--- src/rtl/arith_mult_karatsuba_arb.sv ---
// -----------------------------------------------------------------------------
// arith_mult_karatsuba_arb
//
// Round-robin arbiter that shares one pipelined Karatsuba multiplier between
// NB_REQ requesters. It accepts operand pairs, drives the multiplier input and
// carries each requester's id along a tracker that matches the multiplier
// pipeline depth. Each product goes back only to the requester that issued it.
// Multi-beat bursts lock the arbiter onto one requester until the last beat.
//
// Handshake: a beat from requester i transfers in any cycle where
// req_vld[i] & req_rdy[i] is high. req_rdy is one-hot or zero. It depends
// combinationally on req_vld and never on the multiplier output. Responses
// (rsp_avail) have no backpressure.
//
// Parameters:
//   OP_W         operand width; the product is 2*OP_W bits.
//   NB_REQ       number of requesters (2..16).
//   MULT_LATENCY multiplier latency, from input avail to output avail.
//
// Ports:
//   clk, s_rst_n            clock, synchronous active-low reset
//   req_a, req_b            operands per requester (NB_REQ*OP_W each)
//   req_last                last beat of a burst (1 = single beat)
//   req_vld / req_rdy       request handshake per requester
//   mult_a, mult_b          registered multiplier operands
//   mult_avail              multiplier input valid
//   mult_z, mult_z_avail    multiplier product and product valid
//   rsp_z, rsp_avail        registered product and one-hot destination
//   busy                    ops in flight or arbiter locked (registered)
//   err_seq                 pulse when mult_z_avail disagrees with the tracker
//
// Optional feature macro: ARITH_MULT_KARATSUBA_ARB_IN_PIPE_EN
//   When defined, mult_z/mult_z_avail are registered before use and the
//   tracker grows by one stage. End-to-end latency is MULT_LATENCY+3
//   instead of MULT_LATENCY+2.
// -----------------------------------------------------------------------------
module arith_mult_karatsuba_arb #(
    parameter int OP_W         = 64,
    parameter int NB_REQ       = 4,
    parameter int MULT_LATENCY = 5
) (
    input  logic                     clk,
    input  logic                     s_rst_n,
    input  logic [NB_REQ*OP_W-1:0]   req_a,
    input  logic [NB_REQ*OP_W-1:0]   req_b,
    input  logic [NB_REQ-1:0]        req_last,
    input  logic [NB_REQ-1:0]        req_vld,
    output logic [NB_REQ-1:0]        req_rdy,
    output logic [OP_W-1:0]          mult_a,
    output logic [OP_W-1:0]          mult_b,
    output logic                     mult_avail,
    input  logic [2*OP_W-1:0]        mult_z,
    input  logic                     mult_z_avail,
    output logic [2*OP_W-1:0]        rsp_z,
    output logic [NB_REQ-1:0]        rsp_avail,
    output logic                     busy,
    output logic                     err_seq
);

    localparam int ID_W = $clog2(NB_REQ);

`ifdef ARITH_MULT_KARATSUBA_ARB_IN_PIPE_EN
    localparam int TRK_DEPTH = MULT_LATENCY + 1;
`else
    localparam int TRK_DEPTH = MULT_LATENCY;
`endif

    typedef enum logic {
        ARB  = 1'b0,
        LOCK = 1'b1
    } state_t;

    function automatic logic [NB_REQ-1:0] onehot(input logic [ID_W-1:0] idx);
        logic [NB_REQ-1:0] v;
        v      = '0;
        v[idx] = 1'b1;
        return v;
    endfunction

    state_t            state_q, state_d;
    logic [ID_W-1:0]   ptr_q, ptr_d;
    logic [ID_W-1:0]   owner_q, owner_d;
    logic [ID_W-1:0]   grant;
    logic [ID_W-1:0]   cand;
    logic              grant_found;
    logic [ID_W-1:0]   sel;
    logic [NB_REQ-1:0] rdy;
    logic              accept;
    logic [OP_W-1:0]   a_sel, b_sel;
    logic              last_sel;
    logic [ID_W-1:0]   mult_id;

    logic [TRK_DEPTH-1:0] trk_vld;
    logic [ID_W-1:0]      trk_id [TRK_DEPTH];
    logic                 tail_vld;
    logic [ID_W-1:0]      tail_id;

    logic [2*OP_W-1:0]    z_src;
    logic                 z_avail;

    // Round-robin search: first valid requester starting at ptr+1, wrapping.
    always_comb begin
        grant       = '0;
        grant_found = 1'b0;
        cand        = '0;
        for (int k = 1; k <= NB_REQ; k++) begin
            cand = ID_W'((int'(ptr_q) + k) % NB_REQ);
            if (!grant_found && req_vld[cand]) begin
                grant_found = 1'b1;
                grant       = cand;
            end
        end
    end

    // Ready and selected requester. In LOCK the owner stays ready even when
    // its valid is low, so a gap in the burst does not release the lock.
    always_comb begin
        sel = grant;
        rdy = '0;
        case (state_q)
            ARB: begin
                sel = grant;
                if (grant_found) rdy = onehot(grant);
            end
            LOCK: begin
                sel = owner_q;
                rdy = onehot(owner_q);
            end
            default: begin
                sel = grant;
                rdy = '0;
            end
        endcase
    end

    assign req_rdy = rdy;
    assign accept  = |(req_vld & rdy);

    // Operand / last mux for the selected requester.
    always_comb begin
        a_sel    = '0;
        b_sel    = '0;
        last_sel = 1'b0;
        for (int i = 0; i < NB_REQ; i++) begin
            if (sel == ID_W'(i)) begin
                a_sel    = req_a[i*OP_W +: OP_W];
                b_sel    = req_b[i*OP_W +: OP_W];
                last_sel = req_last[i];
            end
        end
    end

    // Next state.
    always_comb begin
        state_d = state_q;
        ptr_d   = ptr_q;
        owner_d = owner_q;
        if (accept) begin
            if (last_sel) begin
                state_d = ARB;
                ptr_d   = sel;
            end else begin
                state_d = LOCK;
                owner_d = sel;
            end
        end
    end

    always_ff @(posedge clk) begin
        if (!s_rst_n) begin
            state_q <= ARB;
            ptr_q   <= ID_W'(NB_REQ - 1);
            owner_q <= '0;
        end else begin
            state_q <= state_d;
            ptr_q   <= ptr_d;
            owner_q <= owner_d;
        end
    end

    // Multiplier input register; operands hold when nothing is accepted.
    always_ff @(posedge clk) begin
        if (!s_rst_n) begin
            mult_a     <= '0;
            mult_b     <= '0;
            mult_avail <= 1'b0;
            mult_id    <= '0;
        end else begin
            mult_avail <= accept;
            if (accept) begin
                mult_a  <= a_sel;
                mult_b  <= b_sel;
                mult_id <= sel;
            end
        end
    end

`ifdef ARITH_MULT_KARATSUBA_ARB_IN_PIPE_EN
    logic [2*OP_W-1:0] z_q;
    logic              z_avail_q;

    always_ff @(posedge clk) begin
        if (!s_rst_n) begin
            z_q       <= '0;
            z_avail_q <= 1'b0;
        end else begin
            z_q       <= mult_z;
            z_avail_q <= mult_z_avail;
        end
    end

    assign z_src   = z_q;
    assign z_avail = z_avail_q;
`else
    assign z_src   = mult_z;
    assign z_avail = mult_z_avail;
`endif

    // Tracker is fed from the registered multiplier input so its tail lines
    // up with the cycle the product is expected on z_avail.
    always_ff @(posedge clk) begin
        if (!s_rst_n) begin
            trk_vld <= '0;
            for (int i = 0; i < TRK_DEPTH; i++) trk_id[i] <= '0;
        end else begin
            trk_vld[0] <= mult_avail;
            trk_id[0]  <= mult_id;
            for (int i = 1; i < TRK_DEPTH; i++) begin
                trk_vld[i] <= trk_vld[i-1];
                trk_id[i]  <= trk_id[i-1];
            end
        end
    end

    assign tail_vld = trk_vld[TRK_DEPTH-1];
    assign tail_id  = trk_id[TRK_DEPTH-1];

    // Response, sequencing error and busy.
    always_ff @(posedge clk) begin
        if (!s_rst_n) begin
            rsp_z     <= '0;
            rsp_avail <= '0;
            err_seq   <= 1'b0;
            busy      <= 1'b0;
        end else begin
            rsp_avail <= '0;
            err_seq   <= z_avail ^ tail_vld;
            if (z_avail && tail_vld) begin
                rsp_z     <= z_src;
                rsp_avail <= onehot(tail_id);
            end
            busy <= (state_q == LOCK) | accept | mult_avail | (|trk_vld);
        end
    end

endmodule

--- config.mk ---
export PLATFORM = sky130hd
export DESIGN_NAME = arith_mult_karatsuba_arb
export DESIGN_NICKNAME = d
export VERILOG_FILES = /design/src/rtl/arith_mult_karatsuba_arb.sv
export SDC_FILE = /design/constraint.sdc
export NUM_CORES = 1
export LEC_CHECK = 0
export BUFFER_PORTS_ARGS = -buffer_cell sky130_fd_sc_hd__buf_2
export CORE_AREA = 2 2 362 364
export CTS_BUF_LIST = sky130_fd_sc_hd__clkbuf_8
export DETAILED_ROUTE_END_ITERATION = 10
export DIE_AREA = 0 0 364 366
export PLACE_DENSITY = 0.3
export SYNTH_ARGS = -nofsm -noshare
export SYNTH_HDL_FRONTEND = slang
export SYNTH_SLANG_ARGS = --single-unit
--- constraint.sdc ---
create_clock -name clk -period 2.3 [get_ports clk]
set_input_delay 0.46 -clock clk [delete_from_list [all_inputs] [get_ports clk]]
set_output_delay 0.46 -clock clk [all_outputs]
set_load 0.02 [all_outputs]
Word-level counts from Yosys, hierarchy flattened
Memory sizes are Yosys's and may differ from the RTL's.
Index checks and enable logic that the tools add are counted.
{"block": "classes", "n_lt_le_gt_ge": 10, "muxes": 45, "eq_ne": 3, "n_bitwise": 12, "mul": 0, "shifts": 0, "n_addsub": 4, "reduce_logical": 16, "n_div": 0}
{"cell": "64-bit 2-to-1 mux", "n": 8}
{"cell": "2-bit by 3-bit less-than comparator with 1-bit output (second input constant)", "n": 7}
{"cell": "1-bit 2-to-1 mux", "n": 18}
{"cell": "2-bit 2-to-1 mux", "n": 9}
{"cell": "1-bit binary-select mux with 2-bit select", "n": 4}
{"cell": "1-bit bitwise OR", "n": 8}
{"cell": "4-bit one-hot mux with 2 select lines", "n": 1}
{"cell": "1-bit logical AND", "n": 7}
{"cell": "1-bit demux with 2-bit select", "n": 3}
{"cell": "2-bit by 1-bit greater-or-equal comparator with 1-bit output (second input constant)", "n": 3}
{"cell": "2-bit AND reduction", "n": 3}
{"cell": "5-bit OR reduction", "n": 1}
{"cell": "2-bit by 1-bit adder with 2-bit output (second input constant)", "n": 2}
{"cell": "2-bit adder (second input constant)", "n": 2}
{"cell": "4-bit bitwise AND", "n": 1}
{"cell": "2-bit equality test (second input constant)", "n": 2}
{"cell": "4-bit 2-to-1 mux", "n": 1}
{"cell": "2-bit one-hot mux with 2 select lines", "n": 1}
{"cell": "4-bit OR reduction", "n": 1}
{"cell": "1-bit logical NOT", "n": 3}
{"cell": "2-bit by 1-bit equality test with 1-bit output (second input constant)", "n": 1}
{"cell": "2-bit logical NOT", "n": 1}
{"cell": "1-bit NOT", "n": 2}
{"cell": "1-bit XOR", "n": 1}
{"block": "totals", "elab_cells": 103, "ff_bits": 275, "rom_bits": 0, "inputBits": 651, "output_inout_bits": 267, "ram_bits": 10, "latchBits": 0, "memories": 1}
{"name": "trk_id", "depth": 5, "width": 2, "rd": 5, "rd_clocked_by_memory_dff": 0, "wr": 5, "line": "94", "text": "logic [ID_W-1:0] trk_id [TRK_DEPTH];"}

Longest topological paths before layout
Gate-level depths: netlist (run 1).
{"block": "logic_depth", "word_depth": 24, "ltp_mapped": 10, "ltp_nobuf": 8}

Worst setup path after synthesis (run 1)
OpenSTA, ideal clock, no wires.
{"block": "synth_timing", "path_type": "in2out", "startpoint": "input port req_vld[0]", "endpoint": "output port req_rdy[1]", "path_slack_ps": -26, "required_ps": 1840, "path_buffers": 2, "cell_stages": 7, "arrival_ps": 1866, "cell_sequence": "nor2_1 > o21ai_0 > a32oi_1 > nor2_2 > inv_2 > buf_2 > buf_1"}
{"block": "synth_via", "elab_chain_cells": 18, "word_cells_on_any_way": 29, "classes_between": "order compare: 2; mux: 20; reduce/logical: 7"}
{"element": "start: declaration", "line": "47", "text": "input logic [NB_REQ-1:0] req_vld,"}
{"element": "1-bit binary-select mux with 2-bit select", "line": "108", "text": "if (!grant_found && req_vld[cand]) begin"}
{"element": "1-bit 2-to-1 mux (not written as such)", "line": "108"}
{"element": "1-bit 2-to-1 mux", "line": "108"}
{"element": "1-bit logical NOT", "line": "108"}
{"element": "1-bit logical AND", "line": "108"}
{"element": "1-bit 2-to-1 mux", "line": "108"}
{"element": "1-bit logical NOT", "line": "108"}
{"element": "1-bit logical AND", "line": "108"}
{"element": "[2 not listed]"}
{"element": "1-bit logical AND", "line": "108"}
{"element": "2-bit 2-to-1 mux", "line": "108"}
{"element": "2-bit by 3-bit less-than comparator with 1-bit output (not written as such) or 2-bit by 1-bit greater-or-equal comparator with 1-bit output (tied branches)", "line": "76", "text": "v[idx] = 1'b1;"}
{"element": "1-bit logical AND (not written as such)", "line": "76"}
{"element": "1-bit 2-to-1 mux (not written as such)", "line": "76"}
{"element": "1-bit demux with 2-bit select", "line": "76"}
{"element": "4-bit 2-to-1 mux (*)", "line": "123", "text": "if (grant_found) rdy = onehot(grant);"}
{"element": "4-bit one-hot mux with 2 select lines (*)", "line": "120", "text": "case (state_q)"}
{"element": "end: declaration", "line": "48", "text": "output logic [NB_REQ-1:0] req_rdy,"}
Mark *: on every way between the ends. The rest lies on a longest branch, timed or not. The select of a mux whose other input is x is not followed.

Worst setup path after layout (run 1)
{"block": "layout_timing", "startpoint": "register state_q", "endpoint": "output port req_rdy[0]"}
{"block": "layout_via", "elab_chain_cells": 2}
{"element": "start: declaration", "line": "80", "text": "state_t state_q, state_d;"}
{"element": "start signal: assignment", "line": "175", "text": "state_q <= state_d;"}
{"element": "1-bit NOT"}
{"element": "4-bit one-hot mux with 2 select lines (*)", "line": "120"}
Mark *: on every way between the ends. The rest lies on a longest branch, timed or not.

==> results of run 1 <==
[stage by stage]
stage	util	power [uW]	setup slack (ns)	hold slack [ns]	TNS (ns)
floorplan	-	13000	0.0270	0.412	0
global placement	0.167	19800	-0.409	0.419	-43.84
detailed placement	0.167	19800	-0.408	0.421	-41.78
CTS	0.206	27700	-0.613	0.00143	-8.32
global route	0.218	31500	-0.594	-0.00334	-16.07
finish	0.218	29700	-0.425	0.0744	-3.82
[worst max-delay path by stage]
stage	start	end	slack, ns	cells past startpoint
floorplan	req_vld[1]	req_rdy[2]	0.03	7
global placement	req_vld[1]	mult_a[27]	-0.41	11
detailed placement	req_vld[1]	owner_q[1]	-0.41	10
CTS	ptr_q[0]	req_rdy[2]	-0.61	8
global route	ptr_q[1]	req_rdy[0]	-0.59	8
finish	state_q	req_rdy[0]	-0.43	6
[synthesized netlist by cell type, drive strengths merged (2+ instances only)]
cell type / instances / area share
o211a: 2 / 0.0015
or3: 2 / 0.00092
nor2: 215 / 0.059
inv: 7 / 0.0019
dfxtp: 285 / 0.42
or2: 2 / 0.00092
a21o: 3 / 0.0016
nand2b: 5 / 0.0023
or3b: 2 / 0.0013
nor3: 6 / 0.0026
o221ai: 25 / 0.016
a22oi: 33 / 0.018
a21boi: 3 / 0.0016
nand2: 82 / 0.023
a211o: 24 / 0.015
clkbuf: 99 / 0.027
a21oi: 158 / 0.058
nor2b: 27 / 0.012
a221o: 18 / 0.013
a31oi: 2 / 0.0014
mux2: 6 / 0.0049
o211ai: 2 / 0.0015
and2: 42 / 0.019
a32oi: 2 / 0.0018
buf: 54 / 0.021
o2bb2ai: 24 / 0.015
o21ai: 165 / 0.061
a211oi: 7 / 0.0038
mux2i: 131 / 0.096
nand3: 8 / 0.0029
a221oi: 49 / 0.031
a2bb2oi: 84 / 0.054
[cell type report]
type | count | area [um2] | share of cell area
clock inverter | 30 | 188 | 0.00667
tap | 1742 | 2180 | 0.0774
timing repair buffer | 1445 | 10600 | 0.375
inverter | 7 | 51.3 | 0.00182
antenna | 15 | 37.5 | 0.00133
multi-input combinational | 1147 | 8280 | 0.294
clock buffer | 83 | 1140 | 0.0406
sequential | 285 | 5720 | 0.203
[logic make-up after synthesis]
| kind of cell | after synthesis | share of synthesized area |
|---|---|---|
| compound gates | 610 | 0.302 |
| fa+ha+maj | 1 | 0.000916 |
| buf+inv | 160 | 0.0500 |
| flops | 285 | 0.418 |
| mux | 137 | 0.101 |
| simple gates | 398 | 0.128 |
[critical path: stages (launching register included)]
cell and delay (ns):
dfxtp_2 0.32, and2b_1 0.20, or3b_4 0.40, a21o_1 0.19
a21boi_2 0.16, buf_6 0.15, buf_6 0.13
[layer usage]
layer,GRT usage,vias to the layer above,part of all wire
met5,0,-,0.0019
met4,0.0399,32,0.025
met3,0.0497,187,0.073
met2,0.256,714,0.49
met1,0.166,8529,0.41
li1,-,8617,-
[timing repair]
item | CTS | global route
buffers inserted | 17 | 22
hold buffers | 310 | 0
resized for setup | 71 | 210
setup endpoints to repair | 64 | 135
endpoints found under the hold margin | 219 | 0
pin swaps | 10 | 52
cloned | 5 | 18
[sequential cells by signal (all words and copies together), names as in the netlist]
name,flops
busy,1
ptr_q,2
mult_a,64
trk_id,10
owner_q,2
trk_vld,5
rsp_avail,4
mult_b,64
err_seq,1
mult_avail,1
mult_id,2
state_q,1
rsp_z,128
[where the power goes]
part	switching [uW]	internal (uW)
sequential	518	5850
clock	2850	3370
combinational	9270	7810
==> flow_metrics.tcl, run 1 <==
set metrics [dict create \
    worstSetupPathType "reg -> out" \
    overflow 0 \
    finalCritPeriodShare 1.18 \
    reg2regPathDepth 13 \
    fmax_mhz 367 \
    crit_arrival_ns 2.27 \
    synth_fp_nets 2243 \
    crit_required_ns 1.84 \
    critPathMaxFanout 3 \
    gp_congestion 0.795 \
    synth_cells 1591 \
    syn_avg_cell_area_um2 8.58 \
    worst_pin_slew_ns 0.515 \
    grt_usage 0.146 \
    finalMaxSlewViolations 0 \
    rsz0062_at_grt "true" \
    grt_max_degree 79 \
    htreeDepth 3 \
    rr_startpoint "ptr_q[0]" \
    final_cell_mix "913 x buf_2, 310 x dlygate4sd3_1, 280 x dfxtp_1" \
    reg2reg_to "mult_a[52]" \
    fin_skew_ns 0.0336 \
    hold_depth 3 \
    wl_per_cell_um 22.2 \
    end_kind "output port" \
    hp-class "in -> reg" \
    clock_sinks 285 \
    grt_pass1_wl_um 138000 \
    routed_wl_um 106000 \
    status "complete, but fails checks" \
    core_um2 129000 \
    start_util 0.106 \
    numPortBuffers 917 \
    ant_nets 0 \
    hp-start "req_a[217]" \
    cts_tree "done" \
    setup_viol 54 \
    path_clk_slew_ns 0.06 \
    io_pins 918 \
    drive_above_1_share 0.467 \
    layout_setup_ws_ns -0.425 \
    final_cells 4754 \
    fillerInstances 14421 \
    slew_headroom 0.657 \
    drv_cap 0 \
    design_area_um2 28100 \
    layout_commonest_cell "buf_2" \
    dpl.hpwl_um 77600 \
    grt_antenna_before_repair 45 \
    r2r_slack_ns -0.12 \
    cts_buffers 66 \
    viasPerCell 3.80 \
    drc 0 \
    powerDensity_nw_per_um2 1050 \
    die-area_um2 133000 \
    ys.flop_type "dfxtp_1" \
    ys_seq_elements 285 \
    num_rows 132 \
    min_to "mult_a[25]" \
    ys_types 63 \
    die_y_um 366 \
    synth_area_um2 13700 \
    seq_area_frac_synth 0.418 \
    ir_worst_vdd_uv 434 \
    areaGrowthSynthToFinish_pct 106 \
    firstDrtPassIters 5 \
    violations "negative setup slack" \
    fin_crit_ns 2.73 \
    drtIter0Drc 775 \
    placed_cells 4260 \
    async_flop_share 0 \
    leakage_uw 0.0123 \
    fin_nets 3604 \
    synth_warnings 0 \
    clk_latency_ns 0.74 \
    cts-root-buf "clkbuf_8" \
    synth_edf_count 0 \
    hold_violations 0 \
    die_x_um 364 \
    grt_pass1_vias 18534 \
    crit_path_start_kind "flip-flop" \
    cts_buffer_depth 3 \
    placed_area_um2 21600 \
    dr_total_vias 18079 \
]
(Power assumes the default switching activity.)
==> inputs of run 2 (changes only) <==
Settings changed: ABC_AREA from default to 1, CELL_PAD_IN_SITES_DETAIL_PLACEMENT from default to 1, CELL_PAD_IN_SITES_GLOBAL_PLACEMENT from default to 2, PLACE_DENSITY 0.3 to 0.45.
==> flow_metrics.tcl, run 2 <==
set metrics [dict create \
    worstSetupPathType "reg -> reg" \
    hold_violations 0 \
    die_x_um 364 \
    ys_types 31 \
    finalPower_uw 34200 \
    crit_path_start_kind "flip-flop" \
    worst_path_max_delay_cell "dfxtp_4" \
    finalCritPeriodShare 1.30 \
    cts-root-buf "clkbuf_8" \
    finalSetupTns_ns -81.75 \
    ys_seq_elements 285 \
    seq_area_frac_synth 0.446 \
    register_area_um2 5710 \
    numPortBuffers 917 \
    ir_worst_vdd_uv 632 \
    grt_pass1_vias 20490 \
    grt_max_degree 98 \
    clock_power_share 0.185 \
    worst_pin_slew_ns 0.502 \
    fin_crit_ns 2.98 \
    clk_latency_ns 0.75 \
    dr_total_vias 18527 \
    path_clk_slew_ns 0.06 \
    utilization 0.212 \
    clock_sinks 285 \
    switching_share 0.461 \
    seqPwrFrac 0.179 \
    die-area_um2 133000 \
    cpPeakStageDelay_ns 0.36 \
    crit_required_ns 2.93 \
    p_switching_uw 15800 \
    hp-class "in -> reg" \
    synth_cells 1882 \
    end_kind "flip-flop" \
    status "complete, but fails checks" \
    synth_fp_nets 2534 \
    netlist.area_leader.share 0.446 \
    ant_nets 0 \
    synth_area_um2 12800 \
    synth_area_leaders "dfxtp_1 45%, nand2_1 20%, nor2_1 8.2%" \
    gp_congestion 0.800 \
    violations "negative setup slack" \
    wl_per_cell_um 19.6 \
    intPower_uw 18500 \
    yosysMostFrequentCell "nand2_1" \
    die_y_um 366 \
    htreeDepth 3 \
    crit_top_cell "nand2_2" \
    num_rows 132 \
    syn_avg_cell_area_um2 6.80 \
    rr_startpoint "ptr_q[0]" \
    synth_warnings 0 \
    rsz0062_at_grt "true" \
    fin_nets 4004 \
    hp-start "req_a[93]" \
    io_pins 918 \
    cts_tree "done" \
    fin_skew_ns 0.0470 \
    cts_buffers 69 \
    viasPerCell 3.59 \
    core_um2 129000 \
    critPathMaxFanout 8 \
    overflow 0 \
    ys.flop_type "dfxtp_1" \
    fillerInstances 15727 \
    firstDrtPassIters 5 \
    async_flop_share 0 \
    start_util 0.0992 \
    routed_wl_um 101000 \
    biggestRegsByFlops "rsp_z: 128 flops, mult_a: 64 flops, mult_b: 64 flops" \
    synth_edf_count 0 \
    grt_pass1_wl_um 142000 \
    final_cell_mix "912 x buf_2, 644 x nand2_1, 417 x dlygate4sd3_1" \
    yosys-top-cells-count "678 x nand2_1, 285 x dfxtp_1, 279 x nor2_1" \
    cts_buffer_depth 3 \
    slew_headroom 0.665 \
    drv_cap 0 \
    areaGrowthSynthToFinish_pct 113 \
    layout_setup_ws_ns -0.680 \
    largest_reg_flops 128 \
    grt_antenna_before_repair 33 \
    pwr-share-comb 0.637 \
    placed_cells 4557 \
    pre_cts_slack_ns -0.561 \
    dpl.hpwl_um 77900 \
    grt_usage 0.147 \
    drc 0 \
    fmax_mhz 336 \
    drive_above_1_share 0.386 \
    crit_arrival_ns 3.61 \
    regMostFlops "rsp_z" \
    critPathLaunch "ptr_q[0]" \
    finalMaxSlewViolations 0 \
    layout_commonest_cell "buf_2" \
    setup_viol 141 \
    final_cells 5165 \
    yosysTopAreaCell "dfxtp_1" \
    leakage_uw 0.0137 \
    multiInputGateArea_um2 6700 \
    powerDensity_nw_per_um2 1250 \
    drtIter0Drc 684 \
]
[run 2: cell count changes in the layout (fill, tap and decap cells not counted), sizes merged, moves of 44 or more]
cell / previous run / this run
a21oi: 158 / 35
a221oi: 49 / 0
a22oi: 33 / 91
a2bb2oi: 84 / 0
dlygate4sd3: 310 / 417
inv: 29 / 73
mux2i: 131 / 0
nand2: 82 / 688
nand3: 8 / 145
nor2: 216 / 285
[run 2: metrics by stage]
stage | hold WS [ns] | area, um2
6_report | 0.109 | 27300
3_3_place_gp | 0.409 | 20400
2_1_floorplan | 0.390 | 12800
5_1_grt | 0.0352 | 27300
3_5_place_dp | 0.407 | 20400
4_1_cts | 0.000418 | 26900
[run 2: critical path: cells and delay by family, from the launching register on]
family	cells	cell delay [ns]
buffers and inverters	11	1.33
flip-flops	1	0.36
AND/OR/NAND/NOR	15	1.19
[run 2: area by class of cell]
type | count | share of cell area
sequential | 285 | 0.209
multi-input combinational | 1426 | 0.245
clock buffer | 81 | 0.0408
antenna | 24 | 0.00220
timing repair buffer | 1529 | 0.407
inverter | 41 | 0.00614
tap | 1742 | 0.0798
clock inverter | 37 | 0.00885
[run 2: layer usage]
metal,vias up,GRT usage,part of all wire
met4,6,0.0523,0.032
met2,632,0.262,0.50
met1,8649,0.162,0.40
met5,-,0,0.00034
met3,149,0.0471,0.069
li1,9091,-,-
[run 2: kinds of logic (layout without fill, tap and decap cells)]
family	after synthesis	count (layout)	synth area share
AO/OA/AOI/OAI	294	294	0.133
adder cells (fa/ha/maj)	1	1	0.000978
buffers and inverters	171	1688	0.0651
flip-flops	285	285	0.446
other	0	24	0
AND/OR/NAND/NOR	1131	1131	0.355
[run 2: path summary, 6_finish.rpt]
| check | end | cells past startpoint | slack (ns) |
|---|---|---|---|
| hold reg to reg | trk_id[0][2] | 2 | 0.37 |
| setup reg to reg | mult_a[40] | 26 | -0.68 |
| hold / removal | mult_a[29] | 5 | 0.11 |
| setup / recovery | mult_a[40] | 26 | -0.68 |
[run 2: power groups by stage]
stage / registers [uW] / logic (uW) / clock network (uW)
after floorplan: 6780 / 8330 / 0
after global placement: 6180 / 18200 / 0
after detailed placement: 6190 / 18200 / 0
after CTS: 6100 / 21800 / 6760
after global routing: 6190 / 23900 / 6950
final: 6110 / 21800 / 6320
[run 2: repair_timing]
| action | in CTS | in global routing |
|---|---|---|
| cloned | 6 | 5 |
| hold buffers | 417 | 0 |
| setup buffers | 32 | 6 |
| resized for setup | 123 | 58 |
| pin swaps | 12 | 17 |
| endpoints found under the setup margin | 141 | 141 |
| endpoints found under the hold margin | 239 | 0 |
==> inputs of run 3 (changes only) <==
Settings changed: ABC_AREA 1 to default, CORE_AREA 2 2 362 364 to 2 2 355 357, DIE_AREA 0 0 364 366 to 0 0 357 359.
==> flow_metrics.tcl, run 3 (synthesized netlist as in run 1, its figures left out) <==
set metrics [dict create \
    clk_latency_ns 0.70 \
    ir_worst_vdd_uv 431 \
    fillerInstances 14703 \
    grt_usage 0.157 \
    wl_per_cell_um 23.9 \
    p_switching_uw 14000 \
    whs_ns 0.0896 \
    end_kind "output port" \
    worst_pin_slew_ns 0.739 \
    fin_crit_ns 2.65 \
    crit_path_start_kind "flip-flop" \
    viasPerCell 4.04 \
    seqPwrFrac 0.197 \
    grt_antenna_before_repair 49 \
    dr_total_vias 18820 \
    hold_depth 3 \
    utilization 0.233 \
    cts_buffer_depth 3 \
    reg2regPathDepth 16 \
    use_met1 0.179 \
    die_x_um 357 \
    hold_violations 0 \
    hp-class "in -> reg" \
    worstSetupPathType "reg -> out" \
    layout_commonest_cell "buf_2" \
    drv_cap 0 \
    final_cell_mix "913 x buf_2, 280 x dfxtp_1, 271 x dlygate4sd3_1" \
    routed_wl_um 111000 \
    areaGrowthSynthToFinish_pct 113 \
    cts_buffers 68 \
    powerDensity_nw_per_um2 1140 \
    clock_power_share 0.201 \
    final_cells 4663 \
    placed_cells 4156 \
    firstDrtPassIters 5 \
    biggestRegsByFlops "rsp_z: 128 flops, mult_a: 64 flops, mult_b: 64 flops" \
    largest_reg_flops 128 \
    leakage_uw 0.0126 \
    multiInputGateArea_um2 8980 \
    register_area_um2 5720 \
    crit_required_ns 1.84 \
    violations "negative setup slack" \
    grt_pass1_vias 20189 \
    clock_sinks 285 \
    finalMaxSlewViolations 0 \
    gp_congestion 0.922 \
    htreeDepth 3 \
    status "complete, but fails checks" \
    critPathMaxFanout 5 \
    pwr-share-comb 0.602 \
    fin_nets 3602 \
    busiest_layer "met2" \
    crit_arrival_ns 2.19 \
    met2_usage 0.278 \
    cts_tree "done" \
    fmax_mhz 377 \
    path_clk_slew_ns 0.06 \
    rsz0062_at_grt "true" \
    layout_setup_ws_ns -0.354 \
    die-area_um2 128000 \
    grt_max_degree 79 \
    met3_usage 0.0442 \
    ant_nets 0 \
    switching_share 0.423 \
    grt_pass1_wl_um 146000 \
    dpl.hpwl_um 79300 \
    drc 0 \
    start_util 0.110 \
    num_rows 130 \
    cts-root-buf "clkbuf_8" \
    setup_viol 137 \
    core_um2 125000 \
    numPortBuffers 917 \
    die_y_um 359 \
    slew_headroom 0.507 \
    regMostFlops "rsp_z" \
    io_pins 918 \
    finalCritPeriodShare 1.15 \
    overflow 0 \
    pre_cts_slack_ns -0.786 \
    intPower_uw 19000 \
    drive_above_1_share 0.520 \
    drtIter0Drc 729 \
    fin_skew_ns 0.0462 \
]
## run 3: cell count changes in the layout (fill, tap and decap cells not counted), moves of 27 or more
cell	delta
a21oi_1	+85
dlygate4sd3_1	-146
mux2i_1	+131
a221oi_2	+29
nand2_1	-585
nand3_1	-125
nor2_1	-67
buf_6	+27
inv_1	-32
a22oi_1	-60
a21oi_2	+37
and2_1	+39
a2bb2oi_2	+57
## run 3: cell type report
type,instances,area share
timing repair buffer,1442,0.370
multi-input combinational,1146,0.309
sequential,285,0.197
tap,1650,0.0711
clock buffer,85,0.0403
clock inverter,36,0.00926
inverter,7,0.00177
antenna,12,0.00103
## run 3: critical path: stages, from the launching register on
cell and delay, ns:
dfxtp_4 0.37, buf_6 0.11, nor2b_4 0.04, o21ai_4 0.23, a32oi_2 0.17, nor2_4 0.23, clkinv_4 0.09, buf_12 0.14
buf_8 0.12
## run 3: final timing paths
path / start / to / slack (ns)
hold reg to reg: trk_id[0][1] / trk_id[0][3] / 0.43
setup / recovery: ptr_q[0] / req_rdy[1] / -0.35
hold / removal: req_a[150] / mult_a[22] / 0.09
setup reg to reg: ptr_q[0] / mult_b[49] / -0.28
## run 3: timing repair
action                                  in CTS  in global routing
hold buffers                               271                  0
hold endpoints to repair                   197                  0
gates cloned                                10                 17
gates resized for setup                    152                329
pin swaps                                   35                 98
setup buffers                               38                 47
endpoints found under the setup margin     137                139
## run 3: through the flow
step / TNS [ns] / total power [uW] / cell area, um2
6_report: -22.89 / 33000 / 29000
5_1_grt: -33.32 / 34900 / 29000
4_1_cts: -18.94 / 29400 / 26800
3_5_place_dp: -56.39 / 19500 / 21300
3_3_place_gp: -49.33 / 19400 / 21300
2_1_floorplan: 0 / 13000 / 13700
## run 3: per-layer routing
layer	vias up	share of wire
li1	8630	-
met3	196	0.066
met1	9242	0.41
met4	46	0.028
met2	706	0.49
met5	-	0.0025
## run 3: power by group through the flow
stage	combinational (uW)	clock, uW	sequential (uW)
3_5_place_dp	13000	0	6460
2_1_floorplan	5710	0	7300
4_1_cts	16000	7040	6390
6_report	19900	6640	6480
5_1_grt	21100	7240	6580
3_3_place_gp	12900	0	6450
